**src/rtl/eth_arp_pkg.sv**
```systemverilog
// Shared constants and transmit state encoding for the Ethernet ARP datapath.
package eth_arp_pkg;

  localparam logic [7:0]  PREAMBLE_BYTE = 8'h55;
  localparam logic [7:0]  SFD_BYTE      = 8'hD5;
  localparam logic [15:0] ETYPE_ARP     = 16'h0806;
  localparam logic [15:0] HTYPE_ETH     = 16'h0001;
  localparam logic [15:0] PTYPE_IPV4    = 16'h0800;
  localparam logic [7:0]  HLEN          = 8'd6;
  localparam logic [7:0]  PLEN          = 8'd4;
  localparam logic [15:0] ARP_OP_REQ    = 16'd1;
  localparam logic [15:0] ARP_OP_REP    = 16'd2;

  // dst_mac, src_mac, ethertype and the 28-byte ARP body, shifted out MSB-first
  localparam int HDR_W = 336;

  typedef enum logic [3:0] {
    TX_IDLE,
    TX_PRE,
    TX_SFD,
    TX_DMAC,
    TX_SMAC,
    TX_ETYPE,
    TX_ARP,
    TX_PAD,
    TX_FCS,
    TX_IFG
  } tx_state_e;

endpackage

```
**src/rtl/eth_crc32_nibble.sv**
```systemverilog
// Combinational one-nibble step of the reflected IEEE 802.3 CRC-32 (LSB of the nibble first).
module eth_crc32_nibble (
  input  logic [31:0] crc_in,
  input  logic [3:0]  nibble,
  output logic [31:0] crc_out
);

  localparam logic [31:0] POLY_REFL = 32'hEDB88320;

  always_comb begin
    crc_out = crc_in ^ {28'h0, nibble};
    for (int i = 0; i < 4; i++) begin
      crc_out = crc_out[0] ? ((crc_out >> 1) ^ POLY_REFL) : (crc_out >> 1);
    end
  end

endmodule

```
**src/rtl/eth_arp_tx.sv**
```systemverilog
// Serialises one Ethernet ARP frame as MII nibbles (low nibble first) per start request.
// Define ARP_TX_CRC_EN to generate the FCS internally instead of sending fcs_in.
module eth_arp_tx
  import eth_arp_pkg::*;
#(
  parameter int PAD_BYTES   = 18,
  parameter int IFG_NIBBLES = 24
) (
  input  logic        clk,
  input  logic        rst,
  input  logic        start,
  input  logic [47:0] dst_mac,
  input  logic [47:0] src_mac,
  input  logic [15:0] opcode,
  input  logic [47:0] sha,
  input  logic [31:0] spa,
  input  logic [47:0] tha,
  input  logic [31:0] tpa,
  input  logic [31:0] fcs_in,
  output logic [3:0]  tx_data,
  output logic        tx_en,
  output logic        busy,
  output logic        done
);

  tx_state_e        state, state_nxt;
  logic [5:0]       byte_cnt;
  logic             phase;
  logic [5:0]       ifg_cnt;
  logic [5:0]       field_len;
  logic             byte_last;
  logic             accept;
  logic             in_frame;
  logic             ifg_last;
  logic [7:0]       cur_byte;
  logic [HDR_W-1:0] hdr_sr;
  logic [31:0]      fcs_sr;

  assign accept    = (state == TX_IDLE) && start;
  assign in_frame  = (state != TX_IDLE) && (state != TX_IFG);
  assign ifg_last  = (state == TX_IFG) && (ifg_cnt == 6'(IFG_NIBBLES - 1));
  assign byte_last = phase && (byte_cnt == field_len - 6'd1);

  always_comb begin
    field_len = 6'd1;
    case (state)
      TX_PRE:            field_len = 6'd7;
      TX_DMAC, TX_SMAC:  field_len = 6'd6;
      TX_ETYPE:          field_len = 6'd2;
      TX_ARP:            field_len = 6'd28;
      TX_PAD:            field_len = 6'(PAD_BYTES);
      TX_FCS:            field_len = 6'd4;
      default:           field_len = 6'd1;
    endcase
  end

  always_ff @(posedge clk or posedge rst) begin
    if (rst) begin
      state    <= TX_IDLE;
      byte_cnt <= 6'd0;
      phase    <= 1'b0;
      ifg_cnt  <= 6'd0;
    end else begin
      state <= state_nxt;
      if (state_nxt != state) begin
        byte_cnt <= 6'd0;
        phase    <= 1'b0;
      end else if (in_frame) begin
        phase <= ~phase;
        if (phase) byte_cnt <= byte_cnt + 6'd1;
      end
      ifg_cnt <= (state == TX_IFG && state_nxt == TX_IFG) ? ifg_cnt + 6'd1 : 6'd0;
    end
  end

  always_comb begin
    state_nxt = state;
    case (state)
      TX_IDLE:  if (start)     state_nxt = TX_PRE;
      TX_PRE:   if (byte_last) state_nxt = TX_SFD;
      TX_SFD:   if (byte_last) state_nxt = TX_DMAC;
      TX_DMAC:  if (byte_last) state_nxt = TX_SMAC;
      TX_SMAC:  if (byte_last) state_nxt = TX_ETYPE;
      TX_ETYPE: if (byte_last) state_nxt = TX_ARP;
      TX_ARP:   if (byte_last) state_nxt = (PAD_BYTES == 0) ? TX_FCS : TX_PAD;
      TX_PAD:   if (byte_last) state_nxt = TX_FCS;
      TX_FCS:   if (byte_last) state_nxt = TX_IFG;
      TX_IFG:   if (ifg_last)  state_nxt = TX_IDLE;
      default:                 state_nxt = TX_IDLE;
    endcase
  end

  always_comb begin
    cur_byte = 8'h00;
    case (state)
      TX_PRE:                             cur_byte = PREAMBLE_BYTE;
      TX_SFD:                             cur_byte = SFD_BYTE;
      TX_DMAC, TX_SMAC, TX_ETYPE, TX_ARP: cur_byte = hdr_sr[HDR_W-1 -: 8];
      TX_FCS:                             cur_byte = fcs_sr[31:24];
      default:                            cur_byte = 8'h00;
    endcase
    tx_en   = in_frame;
    tx_data = in_frame ? (phase ? cur_byte[7:4] : cur_byte[3:0]) : 4'h0;
    busy    = (state != TX_IDLE);
    done    = ifg_last;
  end

  // Header fields are captured once at accept and then shifted out a byte at a time.
  always_ff @(posedge clk) begin
    if (accept) begin
      hdr_sr <= {dst_mac, src_mac, ETYPE_ARP, HTYPE_ETH, PTYPE_IPV4, HLEN, PLEN,
                 opcode, sha, spa, tha, tpa};
    end else if (phase && (state inside {TX_DMAC, TX_SMAC, TX_ETYPE, TX_ARP})) begin
      hdr_sr <= hdr_sr << 8;
    end
  end

`ifdef ARP_TX_CRC_EN
  logic [31:0] crc_q, crc_nxt;
  logic        unused_fcs;

  assign unused_fcs = ^fcs_in;

  eth_crc32_nibble u_crc (
    .crc_in  (crc_q),
    .nibble  (tx_data),
    .crc_out (crc_nxt)
  );

  // Byte-swap so the existing MSB-first FCS shifter emits crc[7:0] first.
  function automatic logic [31:0] wire_order(input logic [31:0] crc);
    return {crc[7:0], crc[15:8], crc[23:16], crc[31:24]};
  endfunction

  always_ff @(posedge clk) begin
    if (accept) begin
      crc_q <= 32'hFFFF_FFFF;
    end else if (state inside {TX_DMAC, TX_SMAC, TX_ETYPE, TX_ARP, TX_PAD}) begin
      crc_q <= crc_nxt;
    end
  end

  always_ff @(posedge clk) begin
    if (state == TX_FCS && phase) begin
      fcs_sr <= fcs_sr << 8;
    end else if (state_nxt == TX_FCS && state != TX_FCS) begin
      fcs_sr <= wire_order(~crc_nxt);
    end
  end
`else
  always_ff @(posedge clk) begin
    if (accept) begin
      fcs_sr <= fcs_in;
    end else if (state == TX_FCS && phase) begin
      fcs_sr <= fcs_sr << 8;
    end
  end
`endif

endmodule

```
**config.mk**
```make
export PLATFORM = sky130hd
export DESIGN_NAME = eth_arp_tx
export DESIGN_NICKNAME = d
export VERILOG_FILES = /design/src/rtl/eth_arp_pkg.sv /design/src/rtl/eth_crc32_nibble.sv /design/src/rtl/eth_arp_tx.sv
export SDC_FILE = /design/constraint.sdc
export NUM_CORES = 1
export LEC_CHECK = 0
export ABC_AREA = 0
export CORE_MARGIN = 5
export CORE_UTILIZATION = 30
export DETAILED_ROUTE_END_ITERATION = 8
export PLACE_DENSITY_LB_ADDON = 0.12
export SETUP_SLACK_MARGIN = 0.02
export SYNTH_ARGS = -nofsm -noshare
export SYNTH_HDL_FRONTEND = slang
export SYNTH_SLANG_ARGS = --single-unit
export TNS_END_PERCENT = 5
```
**constraint.sdc**
```tcl
create_clock -name clk -period 8.62 [get_ports clk]
set_input_delay 1.724 -clock clk [delete_from_list [all_inputs] [get_ports clk]]
set_output_delay 1.724 -clock clk [all_outputs]
set_load 0.02 [all_outputs]
```
==> impl_metrics.tcl <==
set metrics [dict create \
    seqPwrFrac_pct 48.9 \
    vias 10249 \
    critPathSlowestCell "clkdlybuf4s50_1" \
    synth-seq-cells 385 \
    outcome "complete, no violations" \
    synth_top_area_share_pct 58.49 \
    fill_cells 4880 \
    max_freq_ghz 0.1969 \
    r2r-end "hdr_sr[24]" \
    drv_slew 0 \
    rows 83 \
    critPathTopFamily "simple AND/OR/NAND/NOR gates" \
    synth_top_cells_by_area "edfxtp_1 58%, a22o_1 15%, dfxtp_1 8.2%, nand2_1 5.0%, dfrtp_1 2.7%" \
    p_clk_share_pct 47.4 \
    wire_per_inst_um 19.51 \
    grt_max_degree 199 \
    finalWorstSetupSlack_ns 3.541 \
    hold_viol_final 0 \
    vdd_drop_max_uv 128.6 \
    multi_input_area_um2 4363 \
    dpl.cell_count 2065 \
    relSlewSlack_pct 27.22 \
    tritoncts "yes" \
    ios 314 \
    yosysSeqAreaShare_pct 69.43 \
    design_area_um2 20820 \
    r2r_slack_ns 4.91 \
    start_util_pct 30.36 \
    hold_depth 2 \
    cp_data_required_time_ns 6.90 \
    synth.net_count 1469 \
    syn_to_final_growth_pct 33.38 \
    startpoint_type "flop" \
    clk-insertion-delay-late_ns 0.57 \
    async_flop_share_pct 4.416 \
    synth_area_um2 15610 \
    synth.most_common_cell "edfxtp_1" \
    vias_per_cell 4.760 \
    cts_buffers 46 \
    synth_common_cells "304 x edfxtp_1, 264 x a22o_1, 208 x nand2_1, 64 x a21oi_1, 64 x dfxtp_1" \
    finalSetupViolCount 0 \
    antenna_found_initial 10 \
    rsz0062_at_grt "no" \
    track_usage_pct 14.39 \
    endpoint_kind "output port" \
    dp_slack_ns 4.105 \
    hold_path_class "reg2reg" \
    synth_flop_cell "edfxtp_1" \
    nNetsFinal 1743 \
    synth.largest_area_cell "edfxtp_1" \
    seqCellArea_um2 10840 \
    synth_area_per_cell_um2 13.47 \
    synth_cell_types 45 \
    min_from "hdr_sr[215]" \
    reg2regPathDepth 7 \
    gp_congestion 0.7491 \
    hold_slack_ns 0.4466 \
    tightest_slew_ns 1.092 \
    critical_path_arrival_ns 3.35 \
    grt_overflow_total 0 \
    cts_resized 0 \
    layout_min_cycle_time_ns 5.079 \
    worstSetupPathType "reg2out" \
    synth-edff-count 304 \
    p_int_mw 3.256 \
    min_period_over_period_pct 58.92 \
    cts_sinks 385 \
    leakage_nw 7.025 \
    switching_power_uw 785.8 \
    dpl_cell_area_um2 19310 \
    ant_nets 0 \
    critPathMaxStageDelay_ns 0.64 \
    finalWirelength_mm 42.00 \
    critPathBufInv 1 \
    drt_iter0_markers 758 \
    cts_hold_buf 0 \
    dr.pass1.iters 4 \
    skew_ns 0.01612 \
    synthCells 1159 \
    p_total_mw 4.042 \
    ys_warn_count 0 \
    htree_levels 2 \
    p_sw_share_pct 19.44 \
    fp.dieH_um 238.1 \
    setup-tns-final_ns 0 \
    layout-drive-gt1-share_pct 5.790 \
    worstPathCellList "and2_1 -> xnor2_1 -> nor2_1 -> and2_4 -> a21oi_1 -> o21ai_0 -> clkdlybuf4s50_1" \
    utilization_pct 40.49 \
    clkTransAtPathRegs_ns 0.06 \
    post_cts_buffers 0 \
    clockRootBuffer "clkbuf_16" \
    place_hpwl_mm 26.24 \
    cts.path.max_buffers 3 \
    io_buffer_count 313 \
    grt_pass1_vias 10611 \
    instances_no_fill 2153 \
    drv_cap 0 \
    route.detailed.drc 0 \
    chipWidth_um 238.1 \
    worst-path-max-fanout 38 \
    core_area_um2 51410 \
    hold_end "hdr_sr[223]" \
    powerDensity_nw_per_um2 194.2 \
    combPwrFrac_pct 3.7 \
    grt_pass1_wl_mm 63.61 \
    dieArea_um2 56680 \
    r2r-start "state[0]" \
]
==> registers in the layout (all words and copies together) (netlist names) <==
name,flops
hdr_sr,336
byte_cnt,6
phase,1
state,4
ifg_cnt,6
fcs_sr,32
==> power groups by stage <==
stage | logic (mW) | clock network [mW] | registers [mW]
after global placement | 0.148 | 0 | 2.02
after detailed placement | 0.149 | 0 | 2.02
after CTS | 0.150 | 1.99 | 1.98
final | 0.148 | 1.92 | 1.98
after floorplan | 0.00308 | 0 | 2.02
after global routing | 0.157 | 2.06 | 1.98
==> worst max-delay path by stage <==
stage,end,slack (ns),start,cells after the start
2_1_floorplan,hdr_sr[0],2.69,start,3
3_3_place_gp,tx_data[2],4.20,state[0],7
3_5_place_dp,tx_data[3],4.11,state[0],7
4_1_cts,tx_data[3],3.46,state[0],7
5_1_grt,tx_data[3],3.28,state[0],7
6_report,tx_data[3],3.54,state[0],7
==> cells by family after synthesis <==
kind of cell / after synthesis / synth area share [%]
flops: 385 / 69.43
compound gates: 349 / 17.91
simple gates: 299 / 8.202
buf+inv: 102 / 2.830
xor+xnor: 15 / 0.9781
mux: 6 / 0.4089
fa+ha+maj: 3 / 0.2405
==> per-layer routing <==
metal	global-route usage (%)	vias up	routed length, um
met5	0	-	76
met4	4.957	10	961
met3	3.745	64	2162
met2	23.50	192	20430
met1	18.73	5004	18370
li1	-	4979	-
==> layout make-up <==
cell class	instances	area share, %
multi-input combinational	672	20.96
inverter	5	0.09017
clock buffer	68	6.600
clock inverter	15	0.5530
sequential	385	52.06
antenna	5	0.06011
tap	680	4.088
timing repair buffer	323	15.59
==> worst reg2reg max path: stages (launching register included) <==
cell     delay, ns
dfrtp_1       0.61
and2_1        0.27
xnor2_1       0.08
nor2_1        0.38
nand2_2       0.08
buf_4         0.34
nand2_8       0.66
buf_4         0.85
==> cell usage in the layout (no fill, tap or decap), types with 8 or more instances in the layout <==
cell and n:
clkdlybuf4s50_1 313, edfxtp_1 304, a22o_1 264, nand2_1 206, a21oi_1 64, dfxtp_1 64
clkbuf_16 51, nor2_1 27, and2_1 20, dfrtp_1 17, nand3_1 15, clkbuf_1 13
xor2_1 8, clkinv_1 8
Note: power is estimated with default switching activity, not from simulation.
